File: src/rtl/ccff_chain_programmer.sv
// Configuration-chain programmer: serializes bitstream words MSB-first into a
// ccff chain from its head end while repacking the bits that fall out of the
// tail into readback words (first tail bit in the MSB).
//
// Handshake: a word on in_data is transferred on a rising prog_clk edge where
// in_valid and in_ready are both high; in_valid may rise or fall freely while
// in_ready is low, and rb_valid is a one-cycle strobe with no backpressure.
module ccff_chain_programmer #(
  parameter int CHAIN_LEN = 48,
  parameter int WORD_W    = 8,
  parameter int CNT_W     = 16
) (
  input  logic              prog_clk,
  input  logic              pReset,
  input  logic              start,
  output logic              busy,
  output logic              done,
  input  logic [WORD_W-1:0] in_data,
  input  logic              in_valid,
  output logic              in_ready,
  output logic              ccff_head,
  output logic              ccff_shift_en,
  input  logic              ccff_tail,
  output logic [WORD_W-1:0] rb_data,
  output logic              rb_valid,
  output logic [2:0]        dbg_state
);

  localparam int RW = $clog2(WORD_W + 1);
  localparam logic [CNT_W-1:0] LEN_C  = CNT_W'(CHAIN_LEN);
  localparam logic [CNT_W-1:0] W_C    = CNT_W'(WORD_W);
  localparam logic [CNT_W-1:0] ONE_C  = CNT_W'(1);
  localparam logic [RW-1:0]    W_RW   = RW'(WORD_W);
  localparam logic [RW-1:0]    ONE_RW = RW'(1);

  typedef enum logic [2:0] {
    ST_IDLE  = 3'd0,
    ST_FETCH = 3'd1,
    ST_SHIFT = 3'd2,
    ST_FLUSH = 3'd3,
    ST_DONE  = 3'd4
  } state_t;

  state_t            state_q, state_d;
  logic [WORD_W-1:0] word_q, word_d;
  logic [CNT_W-1:0]  total_q, total_d;
  logic [RW-1:0]     rem_q, rem_d;
  logic [RW-1:0]     fill_q, fill_d;
  logic [WORD_W-1:0] rb_sr_q, rb_sr_d;
  logic [WORD_W-1:0] rb_data_q, rb_data_d;
  logic              rb_valid_q, rb_valid_d;
  logic              head_q, head_d;
  logic              shift_en_q, shift_en_d;
  logic              busy_q, busy_d;
  logic              done_q, done_d;
  logic              in_ready_q, in_ready_d;

  logic [CNT_W-1:0]  left_c;
  logic [CNT_W-1:0]  total_inc;
  logic              word_full;

  // State and datapath registers; reset aborts any pass in flight.
  always_ff @(posedge prog_clk or negedge pReset) begin
    if (!pReset) begin
      state_q    <= ST_IDLE;
      word_q     <= '0;
      total_q    <= '0;
      rem_q      <= '0;
      fill_q     <= '0;
      rb_sr_q    <= '0;
      rb_data_q  <= '0;
      rb_valid_q <= 1'b0;
      head_q     <= 1'b0;
      shift_en_q <= 1'b0;
      busy_q     <= 1'b0;
      done_q     <= 1'b0;
      in_ready_q <= 1'b0;
    end else begin
      state_q    <= state_d;
      word_q     <= word_d;
      total_q    <= total_d;
      rem_q      <= rem_d;
      fill_q     <= fill_d;
      rb_sr_q    <= rb_sr_d;
      rb_data_q  <= rb_data_d;
      rb_valid_q <= rb_valid_d;
      head_q     <= head_d;
      shift_en_q <= shift_en_d;
      busy_q     <= busy_d;
      done_q     <= done_d;
      in_ready_q <= in_ready_d;
    end
  end

  // Next-state logic; every output is decoded from the next state so that the
  // chain-facing signals come straight from flops.
  always_comb begin
    state_d    = state_q;
    word_d     = word_q;
    total_d    = total_q;
    rem_d      = rem_q;
    fill_d     = fill_q;
    rb_sr_d    = rb_sr_q;
    rb_data_d  = rb_data_q;
    rb_valid_d = 1'b0;
    head_d     = head_q;
    left_c     = LEN_C - total_q;
    total_inc  = total_q + ONE_C;
    word_full  = (fill_q == (W_RW - ONE_RW));

    case (state_q)
      ST_IDLE: begin
        if (start) begin
          state_d = ST_FETCH;
          total_d = '0;
          fill_d  = '0;
          rb_sr_d = '0;
        end
      end
      ST_FETCH: begin
        if (in_valid) begin
          word_d  = in_data;
          head_d  = in_data[WORD_W-1];
          // The last word of a pass may only carry the leftover bits.
          rem_d   = (left_c >= W_C) ? W_RW : left_c[RW-1:0];
          state_d = ST_SHIFT;
        end
      end
      ST_SHIFT: begin
        word_d  = word_q << 1;
        total_d = total_inc;
        rem_d   = rem_q - ONE_RW;
        rb_sr_d = {rb_sr_q[WORD_W-2:0], ccff_tail};
        if (word_full) begin
          rb_data_d  = {rb_sr_q[WORD_W-2:0], ccff_tail};
          rb_valid_d = 1'b1;
          fill_d     = '0;
        end else begin
          fill_d = fill_q + ONE_RW;
        end
        if (rem_q == ONE_RW) begin
          // head keeps the last shifted bit while the chain is idle.
          if (total_inc == LEN_C) begin
            state_d = word_full ? ST_DONE : ST_FLUSH;
          end else begin
            state_d = ST_FETCH;
          end
        end else begin
          head_d = word_q[WORD_W-2];
        end
      end
      ST_FLUSH: begin
        // Left-align the leftover tail bits, zero below them.
        rb_data_d  = rb_sr_q << (W_RW - fill_q);
        rb_valid_d = 1'b1;
        rb_sr_d    = '0;
        fill_d     = '0;
        state_d    = ST_DONE;
      end
      ST_DONE: begin
        state_d = ST_IDLE;
      end
      default: begin
        state_d = ST_IDLE;
      end
    endcase

    shift_en_d = (state_d == ST_SHIFT);
    in_ready_d = (state_d == ST_FETCH);
    busy_d     = (state_d == ST_FETCH) || (state_d == ST_SHIFT) ||
                 (state_d == ST_FLUSH);
    done_d     = (state_d == ST_DONE);
  end

  assign busy          = busy_q;
  assign done          = done_q;
  assign in_ready      = in_ready_q;
  assign ccff_head     = head_q;
  assign ccff_shift_en = shift_en_q;
  assign rb_data       = rb_data_q;
  assign rb_valid      = rb_valid_q;
  assign dbg_state     = state_q;

endmodule

File: config.mk
export PLATFORM = sky130hd
export DESIGN_NAME = ccff_chain_programmer
export DESIGN_NICKNAME = d
export VERILOG_FILES = /design/src/rtl/ccff_chain_programmer.sv
export SDC_FILE = /design/constraint.sdc
export NUM_CORES = 1
export LEC_CHECK = 0
export CAP_MARGIN = 20
export CORE_MARGIN = 2
export CORE_UTILIZATION = 52
export DETAILED_ROUTE_END_ITERATION = 8
export GPL_TIMING_DRIVEN = 1
export PLACE_DENSITY = 0.87
export SETUP_SLACK_MARGIN = 0.2
export SLEW_MARGIN = 5
export SYNTH_ARGS = -nofsm -noshare
export SYNTH_HDL_FRONTEND = slang
export SYNTH_SLANG_ARGS = --single-unit
File: constraint.sdc
create_clock -name prog_clk -period 2.35 [get_ports prog_clk]
set_clock_uncertainty 0.05 [all_clocks]
set_input_delay 0.235 -clock prog_clk [delete_from_list [all_inputs] [get_ports prog_clk]]
set_output_delay 0.235 -clock prog_clk [all_outputs]
set_load 0.005 [all_outputs]
==> metrics.md <==
| Metric | Value |
|---|---|
| Status | `complete, no violations` |
| Layout Cells excl Fill | `between 400 and 500` |
| Most frequent cells in the layout | `dfrtp_1, o21ai_0, nand2_1` |
| Worst EP arrival | `2.39 ns` |
| WL per Instance | `15.97 um` |
| Cells along the critical path | `ha_4 > and4_4 > and3_4 > nand4_1 > a2111oi_4 > and3_4 > o21a_1` |
| RSZ-0062 raised after global routing | `yes` |
| Width of the die | `82.72 um` |
| DR vias/cell | `5.922` |
| Main combinational cell family by area after synthesis | `compound AO/OA/AOI/OAI gates` |
| Placed insts | `459` |
| Latest clock arrival within the worst-skew pair | `around 0.32 ns` |
| Core area | `around 6000 sq um` |
| Setup TNS | `0 ns` |
| Layout area overhead | `19.11%` |
| Pwr Density | `~970 nW/um^2` |
| Setup violators final | `0` |
| Total track usage | `23.36%` |
| Yosys warning total | `0` |
| IO Pins | `30` |
| Post-Synth Simple-Gate Area | `20.74%` |
| First-pass iteration count of the detailed router | `5` |
| Fraction of layout cells with a size suffix above 1 | `between 10% and 20%` |
| Peak VDD IR | `roughly 0.00069 V` |
| Starting Density | `between 50% and 60%` |
| Row count | `28` |
| Die area | `roughly 6800 sq um` |
| GRT Residual Overflow | `0` |
| Final WL | `7537 um` |
| Critical Path RT | `about 2.6 ns` |
| Ant diodes | `0` |
| Clk slew on worst S/H paths | `0.10 ns` |
| CP Capture Type | `flip-flop` |
| Max incr delay on CP | `approximately 0.47 ns` |
| Max Freq | `0.4577 GHz` |
| Top-area cell type share of the netlist area | `between 40% and 50%` |
| Worst Setup Slack, final | `around 0.16 ns` |
| 1st-iter DRT viols | `219` |
| # DRC | `0` |
| Final worst path period share | `between 90% and 100%` |
| Die height | `82.72 um` |
| Leading area contributor after synthesis | `dfrtp_1` |
| Slew @ Worst Pin | `0.8696 ns` |
| Synth unique cells | `46` |
| Synth area leaders | `dfrtp_1, o21ai_0, nor2_1` |
| CTS tree | `built` |
| Syn avg cell area | `approximately 8.8 sq um` |
| RePlAce Congestion | `~0.9` |
| Fill cells | `approximately 490` |
| P_leak | `1.651 nW` |
| Fin Hold WS | `roughly 0.39 ns` |
| CTS sink cnt | `56` |
| HP Class | `in -> async` |
| Worst Path Buf+Inv | `0` |
| Vias in the first global route | `between 2000 and 3000` |
| Post-synthesis adder-cell area fraction | `about 3.1%` |
| H-tree depth | `2` |
| Layout Nets | `about 420` |
| Post-route ant nets | `0` |
| Final Critical Period | `~2.2 ns` |
| Worst path slowest cell | `a2111oi_4` |
| Post-Syn Instances | `approximately 370` |
| Crit-path most repeated cell | `and3_4` |
| Max Transition Viols Final | `0` |
| Root Buffer | `clkbuf_8` |
| Post-Synthesis Cell Area | `roughly 3200 sq um` |
| CP startpoint kind | `flip-flop` |
| Most common cell after layout, fill and taps aside | `dfrtp_1` |
| Post-Syn Nets | `a little under 400` |
| DR vias | `around 2800` |
| Number of synthesized register bits | `56` |
| Post-synthesis compound-gate area fraction | `between 20 and 25%` |
| Sequential fraction of the synthesis area | `43.50%` |
| Port Buffer Count | `29` |
| Critical path's top delay family | `simple AND/OR/NAND/NOR gates` |
| First-pass GRT wire length | `~12000 um` |
| DP HPWL | `between 5000 and 6000 um` |
| CP Class | `reg -> reg` |
| Num CTS Buffers | `5` |
| Largest net degree at the start of global routing | `34` |
| CP max FO | `5` |
| Multiplexer share of the synthesized area | `3.612%` |
| Total of max-cap violations | `0` |
| Final hold vios | `0` |
| Rel. slew slack | `about two fifths` |
| Initial antenna violation count | `0` |
| Clock Path Buffers | `2` |
| DP Worst Slack | `0.08389 ns` |
| Post-synthesis xor/xnor area fraction | `1.903%` |
[sequential cells by signal, summed over array words and instances, names as in the netlist]
| name | flops |
|---|---|
| busy | 1 |
| rb_sr_q | 8 |
| done | 1 |
| ccff_shift_en | 1 |
| word_q | 7 |
| in_ready | 1 |
| rb_data | 8 |
| total_q | 16 |
| rb_valid | 1 |
| fill_q | 4 |
| dbg_state | 3 |
| ccff_head | 1 |
| rem_q | 4 |
[Yosys cell counts, drive strengths merged]
| library cell | instances |
|---|---|
| a211oi | 3 |
| nor4 | 1 |
| nand3b | 1 |
| nand2 | 36 |
| a22o | 10 |
| o41ai | 1 |
| dfrtp | 56 |
| o21a | 3 |
| nor2 | 37 |
| nor4b | 1 |
| or3 | 5 |
| xnor2 | 4 |
| a2111oi | 1 |
| nor3 | 10 |
| and2 | 1 |
| xor2 | 3 |
| mux2i | 6 |
| a31oi | 8 |
| a21o | 4 |
| nand3 | 6 |
| inv | 12 |
| clkbuf | 19 |
| and3 | 7 |
| buf | 6 |
| o22ai | 8 |
| o211ai | 1 |
| a21oi | 20 |
| nor2b | 14 |
| o2111ai | 2 |
| a311oi | 1 |
| nand4 | 8 |
| and4 | 2 |
| o21bai | 3 |
| o31ai | 2 |
| a32o | 1 |
| mux2 | 5 |
| or4 | 1 |
| ha | 8 |
| o21ai | 43 |
| nand2b | 6 |
[worst paths after layout]
path	startpoint	end	slack [ns]	depth (start not counted)
max	total_q[0]$_DFFE_PN0P_	dbg_state[2]$_DFF_PN0_	0.16	7
min	pReset	fill_q[2]$_DFFE_PN0P_	0.39	2
max reg2reg	total_q[0]$_DFFE_PN0P_	dbg_state[2]$_DFF_PN0_	0.16	7
min reg2reg	rb_data[5]$_DFFE_PN0P_	rb_data[5]$_DFFE_PN0P_	0.44	2
max in group asynchronous	pReset	total_q[0]$_DFFE_PN0P_	1.27	3
min in group prog_clk	in_data[7]	ccff_head$_DFFE_PN0P_	0.44	3
[metrics by stage]
stage / cell area, sq um / util [%] / power (mW)
final: 3837 / 64.43 / 3.723
after global routing: 3837 / 64.43 / 3.970
after CTS: 3774 / 63.36 / 3.663
after detailed placement: 3615 / 60.69 / 2.949
after global placement: 3615 / 60.69 / 2.890
after floorplan: 3227 / - / 2.396
[final cells by class]
type / instances / area, sq um / share of cell area, %
multi-input combinational: 273 / 1719 / 44.80
sequential: 56 / 1406 / 36.65
timing repair buffer: 48 / 446.7 / 11.64
clock buffer: 7 / 96.34 / 2.511
tap: 75 / 93.84 / 2.445
inverter: 12 / 45.04 / 1.174
clock inverter: 1 / 30.03 / 0.7825
[logic make-up after synthesis]
| logic type | Yosys count |
|---|---|
| compound gates | 111 |
| xor+xnor | 7 |
| fa+ha+maj | 8 |
| buf+inv | 37 |
| flops | 56 |
| mux | 11 |
| simple gates | 136 |
[power by group]
| part | internal (mW) | total (mW) | switching (mW) |
|---|---|---|---|
| Clock | 0.377 | 0.700 | 0.324 |
| Combinational | 0.743 | 1.65 | 0.912 |
| Sequential | 1.18 | 1.37 | 0.184 |
[layer usage]
| metal | routed length, um | track usage [%] | part of all wire, % |
|---|---|---|---|
| met5 | 0 | 0 | 0 |
| met4 | 165 | 9.016 | 2.2 |
| met3 | 398 | 3.804 | 5.3 |
| met2 | 3558 | 36.53 | 47 |
| met1 | 3415 | 32.50 | 45 |
[what timing repair did]
item | 4_1_cts | 5_1_grt
setup buffers | 1 | 2
pin swaps | 5 | 10
resized for setup | 5 | 11
hold buffers | 1 | 0
endpoints found under the setup margin | 9 | 10
endpoints found under the hold margin | 23 | 0
No activity file was read; power rests on OpenSTA's default activity.
